### src/rtl/loop_control_if.sv
// Loop-control bundle between the fetch/decode side (master) and loop_control_unit (slave).
interface loop_control_if #(
  parameter int unsigned PC_WIDTH    = 16,
  parameter int unsigned STACK_DEPTH = 16
);
  localparam int unsigned DEPTH_W = $clog2(STACK_DEPTH) + 1;

  logic [PC_WIDTH-1:0] pc;
  logic                is_open;
  logic                is_close;
  logic                cell_zero;
  logic                stall;
  logic                pc_src;
  logic                pc_write;
  logic [PC_WIDTH-1:0] pc_loaded;
  logic                squash;
  logic                fault;
  logic [DEPTH_W-1:0]  depth;

  modport master (
    output pc, is_open, is_close, cell_zero, stall,
    input  pc_src, pc_write, pc_loaded, squash, fault, depth
  );

  modport slave (
    input  pc, is_open, is_close, cell_zero, stall,
    output pc_src, pc_write, pc_loaded, squash, fault, depth
  );
endinterface

### src/rtl/loop_control_unit.sv
// Bracket sequencer: loop-start return stack, nested forward skip on '[' over a zero cell,
// and PC source/write control for fetch_unit.
module loop_control_unit #(
  parameter int unsigned PC_WIDTH       = 16,
  parameter int unsigned STACK_DEPTH    = 16,
  parameter int unsigned SKIP_CNT_WIDTH = 8
) (
  input  logic          clk,
  input  logic          reset,
  loop_control_if.slave lc
);
  localparam int unsigned SP_W  = $clog2(STACK_DEPTH) + 1;
  localparam int unsigned IDX_W = $clog2(STACK_DEPTH);

  localparam logic PC_INCREMENTED = 1'b0;
  localparam logic PC_LOADED      = 1'b1;
  localparam logic ENABLE         = 1'b1;
  localparam logic DISABLE        = 1'b0;

  typedef enum logic [1:0] {RUN, SKIP, FAULT} state_e;

  state_e                    state_q, state_d;
  logic [SP_W-1:0]           sp_q, sp_d;
  logic [SKIP_CNT_WIDTH-1:0] skip_cnt_q, skip_cnt_d;
  logic [PC_WIDTH-1:0]       stack_q [STACK_DEPTH];
  logic                      push;
  logic                      stack_empty;
  logic                      stack_full;
  logic [IDX_W-1:0]          top_idx;

  assign stack_empty  = (sp_q == '0);
  assign stack_full   = (sp_q == SP_W'(STACK_DEPTH));
  assign top_idx      = IDX_W'(sp_q - SP_W'(1));
  assign lc.pc_loaded = stack_empty ? '0 : stack_q[top_idx];
  assign lc.depth     = reset ? '0 : sp_q;

  // Next state and per-instruction control; stall holds all state but keeps outputs live.
  always_comb begin
    state_d     = state_q;
    sp_d        = sp_q;
    skip_cnt_d  = skip_cnt_q;
    push        = 1'b0;
    lc.pc_src   = PC_INCREMENTED;
    lc.pc_write = ENABLE;
    lc.squash   = 1'b0;
    lc.fault    = 1'b0;

    if (reset) begin
      state_d     = RUN;
      sp_d        = '0;
      skip_cnt_d  = '0;
      lc.pc_write = DISABLE;
      lc.squash   = 1'b1;
    end else begin
      unique case (state_q)
        RUN: begin
          if (lc.is_open && lc.is_close) begin
            state_d     = FAULT;
            lc.pc_write = DISABLE;
          end else if (lc.is_open) begin
            if (lc.cell_zero) begin
              state_d    = SKIP;
              skip_cnt_d = '0;
            end else if (stack_full) begin
              state_d = FAULT;
            end else begin
              push = 1'b1;
              sp_d = sp_q + SP_W'(1);
            end
          end else if (lc.is_close) begin
            if (stack_empty) begin
              state_d     = FAULT;
              lc.pc_write = DISABLE;
            end else if (!lc.cell_zero) begin
              lc.pc_src = PC_LOADED;
            end else begin
              sp_d = sp_q - SP_W'(1);
            end
          end
        end
        SKIP: begin
          lc.squash = 1'b1;
          if (lc.is_open && lc.is_close) begin
            state_d = FAULT;
          end else if (lc.is_open) begin
            if (&skip_cnt_q) state_d = FAULT;
            else             skip_cnt_d = skip_cnt_q + SKIP_CNT_WIDTH'(1);
          end else if (lc.is_close) begin
            if (skip_cnt_q == '0) state_d = RUN;
            else                  skip_cnt_d = skip_cnt_q - SKIP_CNT_WIDTH'(1);
          end
        end
        FAULT: begin
          lc.pc_write = DISABLE;
          lc.squash   = 1'b1;
          lc.fault    = 1'b1;
        end
        default: begin
          state_d = FAULT;
        end
      endcase

      if (lc.stall && (state_q != FAULT)) begin
        state_d     = state_q;
        sp_d        = sp_q;
        skip_cnt_d  = skip_cnt_q;
        push        = 1'b0;
        lc.pc_write = DISABLE;
      end
    end
  end

  always_ff @(posedge clk) begin
    if (reset) begin
      state_q    <= RUN;
      sp_q       <= '0;
      skip_cnt_q <= '0;
    end else begin
      state_q    <= state_d;
      sp_q       <= sp_d;
      skip_cnt_q <= skip_cnt_d;
    end
  end

  // Return address of a loop is the instruction after its '['.
  always_ff @(posedge clk) begin
    if (push) stack_q[sp_q[IDX_W-1:0]] <= lc.pc + PC_WIDTH'(1);
  end
endmodule

### src/flat_wrapper.sv
// flat-port wrapper written by rule: the top's interface ports become plain ports
module loop_control_unit_flat 
#(
  parameter int unsigned PC_WIDTH       = 16,
  parameter int unsigned STACK_DEPTH    = 16,
  parameter int unsigned SKIP_CNT_WIDTH = 8
)
  (clk, reset, lc_pc, lc_is_open, lc_is_close, lc_cell_zero, lc_stall, lc_pc_src, lc_pc_write, lc_pc_loaded, lc_squash, lc_fault, lc_depth);
  loop_control_if #(.PC_WIDTH(PC_WIDTH), .STACK_DEPTH(STACK_DEPTH)) lc_i ();
  input  logic clk;
  input  logic reset;
  input wire logic [$bits(lc_i.pc)-1:0] lc_pc;
  input wire logic [$bits(lc_i.is_open)-1:0] lc_is_open;
  input wire logic [$bits(lc_i.is_close)-1:0] lc_is_close;
  input wire logic [$bits(lc_i.cell_zero)-1:0] lc_cell_zero;
  input wire logic [$bits(lc_i.stall)-1:0] lc_stall;
  output wire logic [$bits(lc_i.pc_src)-1:0] lc_pc_src;
  output wire logic [$bits(lc_i.pc_write)-1:0] lc_pc_write;
  output wire logic [$bits(lc_i.pc_loaded)-1:0] lc_pc_loaded;
  output wire logic [$bits(lc_i.squash)-1:0] lc_squash;
  output wire logic [$bits(lc_i.fault)-1:0] lc_fault;
  output wire logic [$bits(lc_i.depth)-1:0] lc_depth;
  assign lc_i.pc = lc_pc;
  assign lc_i.is_open = lc_is_open;
  assign lc_i.is_close = lc_is_close;
  assign lc_i.cell_zero = lc_cell_zero;
  assign lc_i.stall = lc_stall;
  assign lc_pc_src = lc_i.pc_src;
  assign lc_pc_write = lc_i.pc_write;
  assign lc_pc_loaded = lc_i.pc_loaded;
  assign lc_squash = lc_i.squash;
  assign lc_fault = lc_i.fault;
  assign lc_depth = lc_i.depth;
  loop_control_unit #(.PC_WIDTH(PC_WIDTH), .STACK_DEPTH(STACK_DEPTH), .SKIP_CNT_WIDTH(SKIP_CNT_WIDTH)) u_core (.clk(clk), .reset(reset), .lc(lc_i));
endmodule
### config.mk
export PLATFORM = sky130hd
export DESIGN_NAME = loop_control_unit_flat
export DESIGN_NICKNAME = d
export VERILOG_FILES = /design/src/rtl/loop_control_if.sv /design/src/rtl/loop_control_unit.sv /design/src/flat_wrapper.sv
export SDC_FILE = /design/constraint.sdc
export NUM_CORES = 1
export LEC_CHECK = 0
export CAP_MARGIN = 20
export CORE_ASPECT_RATIO = 0.8
export CORE_MARGIN = 2
export CORE_UTILIZATION = 30
export CTS_CLUSTER_DIAMETER = 60
export CTS_CLUSTER_SIZE = 40
export DETAILED_ROUTE_END_ITERATION = 8
export GPL_TIMING_DRIVEN = 0
export PLACE_DENSITY = 0.56
export SLEW_MARGIN = 20
export SYNTH_ARGS = -nofsm -noshare
export SYNTH_HDL_FRONTEND = slang
export SYNTH_SLANG_ARGS = --single-unit
### constraint.sdc
create_clock -name clk -period 6 [get_ports clk]
set_clock_uncertainty 0.1 [all_clocks]
set_input_delay 0.9 -clock clk [delete_from_list [all_inputs] [get_ports clk]]
set_output_delay 0.9 -clock clk [all_outputs]
set_load 0.02 [all_outputs]
## Word-level counts from Yosys, hierarchy flattened

Memories as Yosys holds them, arrays and structs flattened.
Index checks and enable logic that the tools add are counted.

| storage, ports and cells | value |
|---|---|
| bits in registers | 15 |
| bits in writable memories | 256 |
| output and inout port bits | 25 |
| logic and storage cells | 101 |
| memories | 1 |

| operators by class | value |
|---|---|
| add/sub/neg operators | 5 |
| equal/unequal tests | 20 |
| multiplexer cells | 56 |
| bitwise logic cells | 3 |
| reduce and logical (&&, ||, !) cells | 13 |

Memory list:

| name | words | width | read ports | clocked after memory_dff | write ports | RTL line | RTL |
|---|---|---|---|---|---|---|---|
| u_core.stack_q | 16 | 16 | 1 | 0 | 1 | loop_control_unit.sv:25 | `logic [PC_WIDTH-1:0] stack_q [STACK_DEPTH];` |

Operators with widths:

| operator | count |
|---|---|
| $mux W8 | 8 |
| $mux W5 | 7 |
| $mux W1 | 26 |
| $reduce_and A8 Y1 | 3 |
| $mux W2 | 11 |
| $add A16 B1 Y16 const B | 1 |
| $mux W16 | 1 |
| $ne A2 B2 Y1 const B | 8 |
| $pmux W8 S2 | 1 |
| $ne A4 B2 Y1 const B | 3 |
| $ne A3 B3 Y1 const B | 3 |
| $reduce_and A9 Y1 | 1 |
| $add A8 B1 Y8 const B | 1 |
| $logic_not A8 Y1 | 1 |
| $ne A4 B3 Y1 const B | 2 |
| $sub A8 B1 Y8 const B | 1 |
| $pmux W2 S3 | 1 |
| $reduce_bool A2 Y1 | 3 |
| $add A5 B1 Y5 const B | 1 |
| $eq A5 B5 Y1 const B | 1 |
| $logic_not A5 Y1 | 1 |
| $ne A5 B3 Y1 const B | 1 |
| $sub A5 B1 Y5 const B | 1 |
| $not A1 Y1 | 3 |
| 6 further kinds | 7 |

## Longest topological paths before layout

Gate-level depths: netlist of the first run.

| logic depth | value |
|---|---|
| depth in word-level cells | 10 |
| depth in mapped cells | 10 |
| mapped depth without buffers | 7 |

## Worst setup path before layout of the first run

No wires, ideal clock.

| timing path | value |
|---|---|
| path kind | register to output |
| start | reg u_core.sp_q[0] |
| end | out lc_pc_loaded[14] |
| data arrival time | 2.275 ns |
| setup slack | 2.725 ns |
| stages on the path, launching flop included | 9 |
| buffers on the path | 3 |
| path through | dfxtp_1 -> buf_4 -> inv_1 -> ha_1 -> buf_2 -> buf_2 -> mux4_2 -> mux2i_1 -> a211oi_1 |

| between the ends | value |
|---|---|
| cells in the longest elaborated chain, start to end | 3 |
| elaborated cells between the ends (all ways) | 4 |
| classes of those cells | 1 x add/sub; 1 x mux; 1 x reduce/logical; 1 x memory |

Ends and longest elaborated chain:

| what | RTL line | RTL |
|---|---|---|
| start, declared | loop_control_unit.sv:23 | `logic [SP_W-1:0] sp_q, sp_d;` |
| start signal, assigned | loop_control_unit.sv:120 | `sp_q <= sp_d;` |
| $sub A5 B1 Y5 | loop_control_unit.sv:33 | `assign top_idx = IDX_W'(sp_q - SP_W'(1));` |
| $mem_v2 Z16 W16 | n/a |  |
| $mux W16 (*) | loop_control_unit.sv:34 | `assign lc.pc_loaded = stack_empty ? '0 : stack_q[top_idx];` |
| end, declared | flat_wrapper.sv:19 | `output wire logic [$bits(lc_i.pc_loaded)-1:0] lc_pc_loaded;` |

Mark *: on every way between the ends. The rest lies on a longest branch, timed or not.

## Worst setup path in the final report of the first run

| timing path | value |
|---|---|
| start | reg u_core.sp_q[0] |
| end | out lc_pc_loaded[4] |

The elaborated chain is that of the path after synthesis.

==> results.toml, run 1 <==
[power]
power.switching_mw = 1.131
power_density_mw_per_mm2 = 303.3
vdd_drop_max_mv = 0.2573
switching_share = 0.2677
seqPwrFrac = 0.493
power_mw = 4.223
clkPwrFrac = 0.379
cellLeakagePower_nw = 4.645
p_int_mw = 3.093
p_comb_frac = 0.129

[route]
drt_iter0_markers = 641
first_pass_iters = 7
drc_errors = 0
routedWlPerCell_um = 19.12
via_count = 7015
vias_per_cell = 4.875
routed_wl_um = 27510
drtAntennaViolNets = 0

[placed_design]
hpwl_um = 19640
numPortBuffers = 44
gp_congestion = 0.7798

[finish]
multi_input_comb_area_sq_mm = 0.003550
n_fill_cell = 3613
diodes = 0
final_util = 0.3638
most-common-layout-cells = "256 x edfxtp_1, 186 x nand2_1, 84 x a21oi_1"
syn2layout_area_growth_pct = 19.32
layout_commonest_cell = "edfxtp_1"
area.sequential_sq_mm = 0.007988
drive_above_1_share = 0.1780
final_nets = 968

[clock_network]
cts_resized = 0
clockBufferDepth = 3
htree_levels = 1
cts.reportedPaths.clkPinSlew_ps = 70
post-cts-setup-buffers = 0
clock-root-buffer = "clkbuf_16"
clock_sinks = 271
clk_latency_ps = 510
cts_tree = "built"
cts_buffers = 22
hold_buffers = 0

[worst_setup_path]
start_kind = "flop"
cp_max_fo = 10
crit_chain = "buf_4, inv_1, ha_1, buf_2, nand2_1, clkbuf_1, a21oi_1, nor4_1, a21oi_1, clkdlybuf4s50_1"
crit_type = "reg2out"
cp.required_ps = 5000
max_stage_delay_ps = 580
worstSetupEndpointType = "output port"
crit_path_top_delay_cell = "clkdlybuf4s50_1"
crit_top_cell = "a21oi_1"
worstPathArrival_ps = 4110

[synthesis]
synth_edf_count = 256
synthesis.area_sq_mm = 0.01167
yosysSeqAreaShare = 0.6845
syn_area_per_cell_sq_um = 13.86
synth-seq-cells = 271
netlist_instances = 842
synth_cell_types = 53
async_flop_share = 0
ys_warn_count = 0
synth_fp_nets = 882
yosys_most_used_dff = "edfxtp_1"

[sta]
fmax_mhz = 195.5
hold_viol = 0
tightest_slew_ps = 895.2
fin_tns_setup_ps = 0
fin_crit_ps = 5114
slew_viol_final = 0
rsz0062_at_grt = "no"
setup_violations = 0
slew_headroom = 0.4027
period_share = 0.8524

[die]
boundaryPins = 47
die_y_um = 180.4
initial_core_util = 0.3049
die_w_um = 224.5
core_area_sq_mm = 0.03828
rows = 64
die-area_sq_mm = 0.04050

[grt]
grt_max_degree = 24
antenna_found_initial = 0
grt_usage = 0.1353
gr-total-overflow = 0
grt_pass1_vias = 6812
grt_pass1_wl_um = 41840

[flow_run]
cap_violations = 0

[status]
status = "finished, final reports clean"

[min_path]
worst_hold_path_type = "reg2reg"
metrics by stage:
stage / instances / setup WS [ps] / cell area (sq um) / hold slack, ps
floorplan: 842 / 2725 / 11670 / 402.0
global placement: 1381 / 1329 / 12730 / 448.2
detailed placement: 1399 / 1360 / 13090 / 460.0
CTS: 1439 / 788.8 / 13910 / 474.1
global route: 1439 / 443.4 / 13920 / 488.2
finish: 1439 / 885.7 / 13920 / 466.8
Yosys cell counts (2+ instances only):
cell type,number,area [sq um]
xnor2_1,16,140.1
nand4_1,8,50.05
nor2_1,42,157.7
and3_1,2,12.51
buf_2,20,100.1
o21ai_0,22,110.1
clkbuf_1,14,52.55
o22ai_1,3,18.77
nor3_1,5,25.02
dfxtp_1,15,300.3
a211o_1,2,17.52
inv_1,12,45.04
edfxtp_1,256,7687
mux4_2,34,765.7
a41o_1,2,20.02
and4_1,3,26.28
nand2_1,186,698.2
buf_4,7,52.55
nand3_1,4,20.02
or2_2,3,18.77
o21a_1,2,15.01
buf_6,2,22.52
mux2i_1,8,80.08
a21oi_1,84,420.4
mux2_2,2,22.52
nor3b_1,5,37.54
xor2_1,6,52.55
a211oi_1,6,45.04
nor2b_1,8,50.05
nor4_1,17,106.4
ha_1,17,212.7
nand2b_1,8,50.05
critical path, delay by kind of cell (launching register included):
kind | cells | cell delay (ps)
compound gates | 2 | 340
fa+ha+maj | 1 | 340
buf+inv | 5 | 1740
flops | 1 | 460
simple gates | 2 | 720
cell families after synthesis:
family	synth area share
flip-flops	0.6845
XOR/XNOR	0.01790
AO/OA/AOI/OAI	0.06122
buffers and inverters	0.02380
adder cells (fa/ha/maj)	0.01994
multiplexers	0.07441
AND/OR/NAND/NOR	0.1183
power groups by stage:
stage	Clock [mW]	Combinational (mW)	Sequential (mW)
floorplan	0	0.333	2.12
global placement	0	0.534	2.13
detailed placement	0	0.547	2.12
CTS	1.62	0.548	2.08
global route	1.69	0.594	2.08
finish	1.60	0.543	2.08
routing by layer:
metal	global-route usage	part of all wire
met5	0	0
met2	0.2166	0.47
met4	0.02861	0.016
met3	0.02006	0.048
met1	0.1952	0.46
final cells by class:
type	instances	share of cell area
clock inverters	18	0.01941
multi-input cells	515	0.2549
well taps	495	0.04448
plain buffers	44	0.01671
clock buffers	22	0.03954
flip-flops and latches	271	0.5736
repair buffers	62	0.04807
inverters	12	0.003235
sequential cells by signal (all words and copies together) (netlist names):
name               count
u_core.skip_cnt_q      8
u_core.sp_q            5
u_core.stack_q       256
u_core.state_q         2
worst paths after layout:
check	cells past startpoint	slack, ps	start	to
setup reg to reg	8	2990	u_core.sp_q[0]$_SDFFE_PP0P_	u_core.stack_q[7][0]$_DFFE_PP_
hold / removal	2	470	u_core.skip_cnt_q[4]$_SDFFE_PP0P_	u_core.skip_cnt_q[4]$_SDFFE_PP0P_
setup / recovery	10	890	u_core.sp_q[0]$_SDFFE_PP0P_	lc_pc_loaded[4]
hold reg to reg	2	470	u_core.skip_cnt_q[4]$_SDFFE_PP0P_	u_core.skip_cnt_q[4]$_SDFFE_PP0P_
Note: power is estimated with default switching activity, not from simulation.
==> run 2: changes to the inputs <==
- CORE_ASPECT_RATIO: 0.8 -> unset
==> run 2 against run 1 <==
  * Flip-flop and latch count stayed put
  * Register-to-register slack worse by 90 ps
  * Wire length is 1.9% higher
  * Maximum frequency is 2.0% lower
  * Count of clock-buffer cells in the layout is 3 lower
  * Core utilization is 0.58 points lower
  * Critical path depth stayed put
  * Non-clock buffer count is 2 lower
  * Total power is 4.6% lower
  * First-iteration DRC count is 8.9% lower
  * Via count is 0.86% lower
  * Hold slack worse by 6.8 ps
  * Critical path type unchanged
  * Largest cell class unchanged
==> results.toml, run 2 (synthesized netlist as in run 1, its figures left out) <==
[sta]
rsz0062_at_grt = "no"
fin_ws_ps = 781.1
slew_viol_final = 0
period_share = 0.8698
fin_tns_setup_ps = 0
slew_headroom = 0.4143
hold_viol = 0
tightest_slew_ps = 874.3
setup_violations = 0
fin_crit_ps = 5219
fmax_mhz = 191.6

[worst_setup_path]
cp.required_ps = 5000
crit_type = "reg2out"
crit_chain = "buf_4, inv_1, ha_1, buf_2, nand2_1, clkbuf_1, a21oi_1, nor4_1, a21oi_1, clkdlybuf4s50_1"
crit_path_start = "u_core.sp_q[0]$_SDFFE_PP0P_"
cp_max_fo = 10
start_kind = "flop"
cp_top_family = "buffers and inverters"
crit_top_cell = "a21oi_1"
worstSetupEndpointType = "output port"
critPathBufInv = 5
max_stage_delay_ps = 570
worstPathArrival_ps = 4220
r2r_start = "u_core.state_q[1]$_SDFFE_PP0P_"
crit_path_top_delay_cell = "clkdlybuf4s50_1"
r2r_slack_ps = 2900

[power]
switching_share = 0.2753
vdd_drop_max_mv = 0.1593
seqPwrFrac = 0.516
power_density_mw_per_mm2 = 291.9
cellLeakagePower_nw = 4.566
p_int_mw = 2.920
power.switching_mw = 1.109
clkPwrFrac = 0.349
p_comb_frac = 0.135

[route]
first_pass_iters = 5
routedWlPerCell_um = 19.29
via_count = 6955
vias_per_cell = 4.787
routed_wl_um = 28030
drt_iter0_markers = 584
drc_errors = 0
drtAntennaViolNets = 0

[clock_network]
cts_resized = 0
clock_sinks = 271
clockBufferDepth = 3
htree_levels = 1
clk_latency_ps = 510
post-cts-setup-buffers = 0
cts_tree = "built"
hold_buffers = 0
cts.reportedPaths.clkPinSlew_ps = 80
clock-root-buffer = "clkbuf_16"
cts_buffers = 19

[die]
core_area_sq_mm = 0.03856
initial_core_util = 0.3027
die_y_um = 201.2
die_w_um = 201.2
die-area_sq_mm = 0.04049
rows = 72
boundaryPins = 47

[finish]
diodes = 0
largest_register_ff_count = 256
area.sequential_sq_mm = 0.007988
n_fill_cell = 3753
syn2layout_area_growth_pct = 18.29
drive_above_1_share = 0.1701
layout_commonest_cell = "edfxtp_1"
final_nets = 963
most-common-layout-cells = "256 x edfxtp_1, 186 x nand2_1, 84 x a21oi_1"
multi_input_comb_area_sq_mm = 0.003550

[placed_design]
gp_congestion = 0.7981
pre_cts_ws_ps = 1353
hpwl_um = 20050
numPortBuffers = 44

[grt]
gr-total-overflow = 0
grt_usage = 0.1379
grt_pass1_wl_um = 42880
grt_pass1_vias = 7074
grt_max_degree = 33
antenna_found_initial = 0

[status]
status = "finished, final reports clean"

[flow_run]
cap_violations = 0

[min_path]
worst_hold_path_type = "reg2reg"
worstHoldStart = "u_core.skip_cnt_q[4]$_SDFFE_PP0P_"
-- run 2: changes by cell type in the layout (fill, tap and decap cells not counted), moves of 2 or more --
cell and change:
clkinv_8 -3, inv_8 +2, inv_12 +2, clkbuf_16 -3, bufinv_16 -2, buf_8 +4
inv_6 -3, buf_6 -6
-- run 2: metal layers --
layer  global-route usage  wire (um)  part of all wire  up-vias
met5                    0          0                 0        -
met4              0.04228        699             0.025        0
met3              0.01814       1140             0.041       37
met2               0.2417      14050              0.50      144
met1               0.1781      12150              0.43     3512
li1                     -          -                 -     3262
-- run 2: final timing paths --
path | cells past startpoint | to
max | 10 | lc_pc_loaded[8]
min | 2 | u_core.skip_cnt_q[4]$_SDFFE_PP0P_
max reg2reg | 9 | u_core.stack_q[7][15]$_DFFE_PP_
min reg2reg | 2 | u_core.skip_cnt_q[4]$_SDFFE_PP0P_
-- run 2: layout make-up --
cell class | instances | area share
Buffer | 44 | 0.01686
Clock inverter | 14 | 0.01477
Clock buffer | 19 | 0.03444
Tap cell | 518 | 0.04695
Inverter | 12 | 0.003263
Timing Repair Buffer | 60 | 0.04795
Multi-Input combinational cell | 515 | 0.2571
Sequential cell | 271 | 0.5786
-- run 2: power by group through the flow --
stage	clock network [mW]	logic, mW	registers [mW]
after floorplan	0	0.333	2.12
after global placement	0	0.534	2.13
after detailed placement	0	0.544	2.12
after CTS	1.43	0.546	2.08
after global routing	1.50	0.593	2.08
final	1.41	0.544	2.08
-- run 2: through the flow --
step           instances  area [sq um]    util  hold slack (ps)  total power, mW
2_1_floorplan        842         11670       -            402.0            2.456
3_3_place_gp        1404         12760  0.3309            447.7            2.659
3_5_place_dp        1420         13100  0.3398            451.5            2.669
4_1_cts             1453         13780  0.3574            461.4            4.056
5_1_grt             1453         13800  0.3580            510.0            4.172
6_report            1453         13800  0.3580            460.0            4.030
-- run 2: worst min-delay path, stage by stage (launching register included) --
cell,delay (ps)
dfxtp_1,340
mux2i_1,130
nor2_1,50
==> run 3: changes to the inputs <==
- CORE_ASPECT_RATIO: unset -> 0.5
==> run 3 against run 2 <==
  * Register-to-register slack got worse by 50 ps
  * Sequential power about the same
  * First-iteration DRC count increased by 5.7%
  * Cell area about the same
  * Count of clock-buffer cells in the layout unchanged
  * Die area increased by 0.24%
  * Clock power about the same
  * Wire length increased by 3.8%
  * Critical path depth unchanged
  * Sequential share of layout area about the same
  * Critical path type unchanged
  * Critical endpoint is now lc_pc_loaded[4]
  * Largest cell class unchanged
  * Largest power group unchanged
==> results.toml, run 3 (synthesized netlist as in run 1, its figures left out) <==
[sta]
period_share = 0.8664
rsz0062_at_grt = "no"
fin_tns_setup_ps = 0
slew_headroom = 0.3029
hold_viol = 0
hold_ws_ps = 473.6
fin_crit_ps = 5199
setup_violations = 0
fmax_mhz = 192.4
tightest_slew_ps = 1042
slew_viol_final = 0

[finish]
layout_commonest_cell = "edfxtp_1"
final-instance-count-excl-fill = 1464
n_fill_cell = 3600
largest_register_ff_count = 256
final_nets = 962
drive_above_1_share = 0.1681
syn2layout_area_growth_pct = 18.19
diodes = 0
most-common-layout-cells = "256 x edfxtp_1, 186 x nand2_1, 84 x a21oi_1"

[placed_design]
gp_congestion = 0.8217
numPortBuffers = 44
hpwl_um = 20620
dp.cells = 1432

[clock_network]
clock-root-buffer = "clkbuf_16"
cts_resized = 0
clockBufferDepth = 3
cts_buffers = 18
clk_latency_ps = 500
htree_levels = 1
cts.reportedPaths.clkPinSlew_ps = 90
hold_buffers = 0
cts_tree = "built"
post-cts-setup-buffers = 0
clock_sinks = 271

[power]
clkPwrFrac = 0.347
cellLeakagePower_nw = 4.555
vdd_drop_max_mv = 0.2419
seqPwrFrac = 0.517
power.switching_mw = 1.107
p_comb_frac = 0.136
switching_share = 0.2751
power_density_mw_per_mm2 = 291.9
p_int_mw = 2.918

[die]
die_y_um = 143.5
die_w_um = 282.9
boundaryPins = 47
initial_core_util = 0.3023
rows = 51
core_area_sq_mm = 0.03861
die-area_sq_mm = 0.04059

[worst_setup_path]
cp.required_ps = 5000
crit_path_start = "u_core.sp_q[0]$_SDFFE_PP0P_"
r2r_slack_ps = 2850
cp_max_fo = 10
worstPathArrival_ps = 4200
start_kind = "flop"
crit_type = "reg2out"
worstSetupEndpointType = "output port"
r2r_start = "u_core.state_q[0]$_SDFFE_PP0P_"

[status]
status = "finished, final reports clean"

[route]
routed_wl_um = 29100
drc_errors = 0
m1WireLength_um = 13110
vias_per_cell = 4.882
dr_wl_met3_um = 1401
drt_iter0_markers = 617
via_count = 7147
routedWlPerCell_um = 19.88
first_pass_iters = 5
met2_length_um = 14030
drtAntennaViolNets = 0
routed.top_layer = "met4"

[grt]
grt_usage = 0.1405
antenna_found_initial = 0
gr-total-overflow = 0
grt_pass1_wl_um = 42810
grt_pass1_vias = 6901
grt_max_degree = 32

[min_path]
worstHoldStart = "u_core.skip_cnt_q[3]$_SDFFE_PP0P_"
worst_hold_path_type = "reg2reg"

[flow_run]
cap_violations = 0
[run 3: changes by cell type in the layout (fill, tap and decap cells not counted), sizes merged]
| cell | previous run | this run |
|---|---|---|
| clkinv | 6 | 5 |
| clkinvlp | 0 | 1 |
| inv | 20 | 19 |
[run 3: layout make-up]
type                    count  area (sq um)  share of cell area
repair buffers             60         646.9             0.04690
clock inverters            13         200.2             0.01451
well taps                 530         663.1             0.04808
inverters                  12         45.04            0.003266
clock buffers              19         475.5             0.03447
flip-flops and latches    271          7988              0.5791
multi-input cells         515          3542              0.2568
plain buffers              44         232.7             0.01687
[run 3: per-layer routing]
| layer | vias to the layer above | GRT usage |
|---|---|---|
| li1 | 3278 | - |
| met1 | 3636 | 0.1875 |
| met2 | 199 | 0.2460 |
| met3 | 34 | 0.01841 |
| met4 | 0 | 0.03108 |
| met5 | - | 0 |
[run 3: stage by stage]
step                power, mW  area, sq um  utilization  worst slack (ps)
finish                  4.026        13790       0.3573             801.5
global route            4.156        13790       0.3573             553.5
CTS                     4.043        13760       0.3565             721.5
detailed placement      2.671        13090       0.3390              1277
global placement        2.658        12770       0.3309              1343
floorplan               2.456        11670            -              2725
[run 3: worst max-delay path, cell delays in order, from the launching register on]
cell and delay, ps:
dfxtp_1 460, buf_4 290, inv_1 170, ha_1 340
buf_2 230, nand2_1 280, clkbuf_1 520, a21oi_1 90
nor4_1 530, a21oi_1 180, clkdlybuf4s50_1 580
[run 3: path summary, 6_finish.rpt]
kind / end / cells after the start
max: lc_pc_loaded[4] / 10
min: u_core.skip_cnt_q[3]$_SDFFE_PP0P_ / 2
max reg2reg: u_core.stack_q[13][7]$_DFFE_PP_ / 9
min reg2reg: u_core.skip_cnt_q[3]$_SDFFE_PP0P_ / 2
[run 3: power groups by stage]
stage	registers (mW)	logic, mW	clock network [mW]
2_1_floorplan	2.12	0.333	0
3_3_place_gp	2.13	0.533	0
5_1_grt	2.08	0.588	1.49
3_5_place_dp	2.12	0.546	0
6_report	2.08	0.546	1.40
4_1_cts	2.08	0.548	1.41
